===== src/rtl/moore_seq_det_param.sv =====
// moore_seq_det_param: parametrised Moore serial pattern detector with KMP fallback and saturating match counter
module moore_seq_det_param #(
    parameter int N = 6,
    parameter logic [N-1:0] PATTERN = 6'b110110,
    parameter bit OVERLAP = 1'b1,
    parameter int CNT_W = 8,
    localparam int SW = $clog2(N + 1)
) (
    input  logic             clk,
    input  logic             rst,
    input  logic             en,
    input  logic             x,
    input  logic             clr_cnt,
    output logic             z,
    output logic [CNT_W-1:0] match_cnt,
    output logic [SW-1:0]    state
);
    typedef enum logic [SW-1:0] {S_IDLE = '0, S_DETECT = SW'(N)} state_t;

    // Longest pattern prefix that is a suffix of (first h pattern bits, then b); PATTERN[N-1] is bit 0 of the sequence
    function automatic logic [SW-1:0] fallback(input int k, input logic b);
        int h;
        logic ok;
        logic [SW-1:0] best;
        h = (k == N && !OVERLAP) ? 0 : k;
        best = '0;
        for (int j = 1; j <= N; j++) begin
            if (j <= h + 1) begin
                ok = (b == PATTERN[N-j]);
                for (int i = 0; i < j - 1; i++)
                    ok = ok && (PATTERN[N-1-(h+1-j+i)] == PATTERN[N-1-i]);
                if (ok) best = SW'(j);
            end
        end
        return best;
    endfunction

    logic [SW-1:0] tbl [2*N+2];
    for (genvar k = 0; k <= N; k++) begin : g_tbl
        assign tbl[2*k]   = fallback(k, 1'b0);
        assign tbl[2*k+1] = fallback(k, 1'b1);
    end

    state_t st;
    state_t nxt;
    assign nxt   = (st > S_DETECT) ? S_IDLE : state_t'(tbl[{st, x}]);
    assign state = st;

    // Illegal encodings fall back to idle on the next edge even without en
    always_ff @(posedge clk or negedge rst) begin
        if (!rst) begin
            st        <= S_IDLE;
            z         <= 1'b0;
            match_cnt <= '0;
        end else begin
            if (en || st > S_DETECT) begin
                st <= nxt;
                z  <= (nxt == S_DETECT);
            end
            if (clr_cnt)
                match_cnt <= '0;
            else if (en && nxt == S_DETECT && match_cnt != '1)
                match_cnt <= match_cnt + CNT_W'(1);
        end
    end
endmodule


===== config.mk =====
export PLATFORM = sky130hd
export DESIGN_NAME = moore_seq_det_param
export DESIGN_NICKNAME = d
export VERILOG_FILES = /design/src/rtl/moore_seq_det_param.sv
export SDC_FILE = /design/constraint.sdc
export NUM_CORES = 1
export LEC_CHECK = 0
export ABC_AREA = 1
export BUFFER_PORTS_ARGS = -buffer_cell sky130_fd_sc_hd__buf_2
export CAP_MARGIN = 20
export CELL_PAD_IN_SITES_DETAIL_PLACEMENT = 2
export CELL_PAD_IN_SITES_GLOBAL_PLACEMENT = 2
export CORE_AREA = 2 2 55 62
export CTS_BUF_LIST = sky130_fd_sc_hd__clkbuf_4 sky130_fd_sc_hd__clkbuf_8
export DETAILED_ROUTE_END_ITERATION = 6
export DIE_AREA = 0 0 57 64
export MAX_ROUTING_LAYER = met4
export PLACE_DENSITY_LB_ADDON = 0.1
export SYNTH_ARGS = -nofsm -noshare
export SYNTH_HDL_FRONTEND = slang
export SYNTH_SLANG_ARGS = --single-unit

===== constraint.sdc =====
create_clock -name clk -period 1.65 [get_ports clk]
set_clock_uncertainty 0.1 [all_clocks]
set_input_delay 0.165 -clock clk [delete_from_list [all_inputs] [get_ports clk]]
set_output_delay 0.165 -clock clk [all_outputs]
set_load 0.05 [all_outputs]

==> metrics <==
count leader, synth nand2_1; PwrDens 1140 nW/um2; register bit count reported by yosys 12; crit start category flop; Final Slew Violations 0; fill cell count 378; type of destination of the critical path flop; Layout Nets 169; Leak 0.621 nW; R2R Path Start state[0]; Final WS setup -0.0336 ns; Primary FF master, synth dfrtp_1; ys async rst share 100%; Initial Util 29.2%; biggest area consumer among synthesized cells dfrtp_1; MaxCap Viol Count 0; Min Hold Slack 0.0797 ns; # setup viols final 4; clk_lat worst skew 0.28 ns; Worst VDD drop 0.000717 V; antenna violations before repair 0; synth unique cells 22; HPWL after DPL 2060 um; worst-case clock buffer depth 2; Final ANT Viol Nets 0; synth warn 0; critical path, cell by cell inv_4 > ha_4 > inv_2 > nor2_4 > inv_1 > nand2_1 > nand3_2 > nor2_4 > nand4_1 > nand2_1; ant diodes 0; slowest CP cell dfrtp_2; RSZ-0062 raised after global routing true; FF+latch area 305 um2; cell class contributing the biggest share of worst-path delay simple AND/OR/NAND/NOR gates; actual slew at the worst max-slew pin 0.508 ns; layout cells sized above 1 32.1%; WP data required 1.78 ns; CTS tree done; routed len/inst 15.3 um; relative slew slack 66.1%; H-Tree Level Count 1; status finished with violations; min-delay worst type in -> reg; Critical Path Sink match_cnt[2]; Worst R2R End match_cnt[2]; syn_nets 136; Max Fclk 594 MHz; Chip Height 64 um; row cnt 21; die area 3650 um2; Total GRT Usage 18.6%; critical path class reg -> reg; failing checks setup timing; top post-synthesis cells by area dfrtp_1 34%, nand2_1 13%, nand3_1 9.2%; clock root buffer master clkbuf_4; crit-path max FO 8; Worst path depth 10; Yosys top cell area share 34.4%; initial drt markers 15; Total Wirelength 2940 um; reg2reg setup slack -0.03 ns; Avg Vias per Cell 4.96; first-pass GRT wire length 5070 um; Hold Fails Final Rpt 0; reg2reg path depth 10; fin cells 193; Sum Neg Setup Slack -0.0558 ns; WP buf/inv 3; max incr delay on CP 0.42 ns; final clock period utilization by the worst path 102%; die width 57 um; total core area 3000 um2; largest net degree at the start of global routing 17; Post-synth top cells 31 x nand2_1, 18 x inv_1, 18 x nor2_1; P&R area growth vs syn 32.4%; clk sinks 12; multi-input logic area 507 um2; Critical Path AT 1.81 ns; # DRC 0; GP Congestion 0.794; number of synthesized flops with an enable pin 0; CTS Buf Count 3; via count 958; number of global-route vias before repair 1071; Synth Instances 127; TritonRoute pass-1 iters 4; crit path time final 1.68 ns; Post-Syn Area 873 um2; gr ovfl total 0; Clk pin slew, worst setup/hold paths 0.09 ns; Crit. Startpoint state[0]; num ports 17; syn_area_per_cell 6.88 um2; Inst Count DP 181; sequential fraction of the synthesis area 34.4%; PortBufs 16
## how the worst min path moves through the flow
stage / slack, ns / start / depth (start not counted) / end
4_1_cts: 0.05 / en / 3 / state[0]
5_1_grt: 0.11 / en / 3 / state[0]
3_5_place_dp: -0.02 / rst / 1 / match_cnt[7]
6_report: 0.08 / en / 3 / state[0]
2_1_floorplan: -0.23 / rst / 0 / match_cnt[0]
3_3_place_gp: -0.03 / rst / 1 / match_cnt[2]
## worst reg2reg max path: cells and delay by family, from the launching register on
family | cells | cell delay [ns]
fa+ha+maj | 1 | 0.26
buf+inv | 3 | 0.15
flops | 1 | 0.42
simple gates | 6 | 0.70
## metrics by stage
stage	total power, W	setup WS (ns)	instance area, um2	util, %
4_1_cts	0.00133	-0.0178	1150	38.5
3_3_place_gp	0.000969	-0.00660	1040	34.8
6_report	0.00132	-0.0336	1160	38.6
3_5_place_dp	0.000987	-0.0777	1040	34.8
5_1_grt	0.00142	-0.116	1160	38.6
2_1_floorplan	0.000816	-0.0614	892	-
## layout by cell type, fill, tap and decap left out, types with 2 or more instances in the layout
cell type	instances
nor2_2	2
o21ai_1	3
dfrtp_1	8
nand2_1	30
inv_1	16
buf_2	16
nor2_1	16
nand3_1	16
nand4_1	8
buf_4	13
dfrtp_2	4
clkbuf_4	3
nor2_4	2
inv_2	2
a21oi_1	3
nand2_2	3
ha_1	3
## power breakdown
part / switching [W] / internal [W] / total [W] / leakage (nW)
Sequential: 0.0000830 / 0.000331 / 0.000414 / 0.158
Combinational: 0.000410 / 0.000242 / 0.000653 / 0.442
Clock: 0.000120 / 0.000134 / 0.000255 / 0.0210
Total: 0.000614 / 0.000708 / 0.00132 / 0.621
## sequential cells by signal (all words and copies together), names as in the netlist
name / cells
state: 3
z: 1
match_cnt: 8
## what timing repair did
action                                 CTS  global route
endpoints found under the hold margin   12             0
hold buffers                             1             0
setup endpoints to repair                8             8
pin swaps                                6             6
gates resized for setup                  4             1
buffers inserted                         7             0
## cell families (layout without fill, tap and decap cells)
family / count (synthesis) / after routing / share of synthesized area, %
buffers and inverters: 22 / 54 / 10.5
adders and majority gates: 4 / 4 / 5.73
AOI/OAI and AO/OA: 7 / 7 / 4.15
xor gates and xnor gates: 1 / 1 / 1.00
and+or+nand+nor: 81 / 81 / 44.3
DFF: 12 / 12 / 34.4
## per-layer routing
| metal | vias to the layer above | track usage [%] | part of all wire, % |
|---|---|---|---|
| met3 | 2 | 1.82 | 1.4 |
| met1 | 474 | 23.8 | 48 |
| met5 | - | - | 0 |
| li1 | 472 | - | - |
| met2 | 10 | 30.7 | 50 |
| met4 | 0 | 6.10 | 0.75 |
## final cells by class
class / count / area share [%]
clock buffer: 4 / 3.14
inverter: 20 / 6.71
multi-input combinational: 93 / 43.8
sequential: 12 / 26.4
tap: 34 / 3.68
timing repair buffer: 30 / 16.2
No activity file was read; power rests on OpenSTA's default activity.
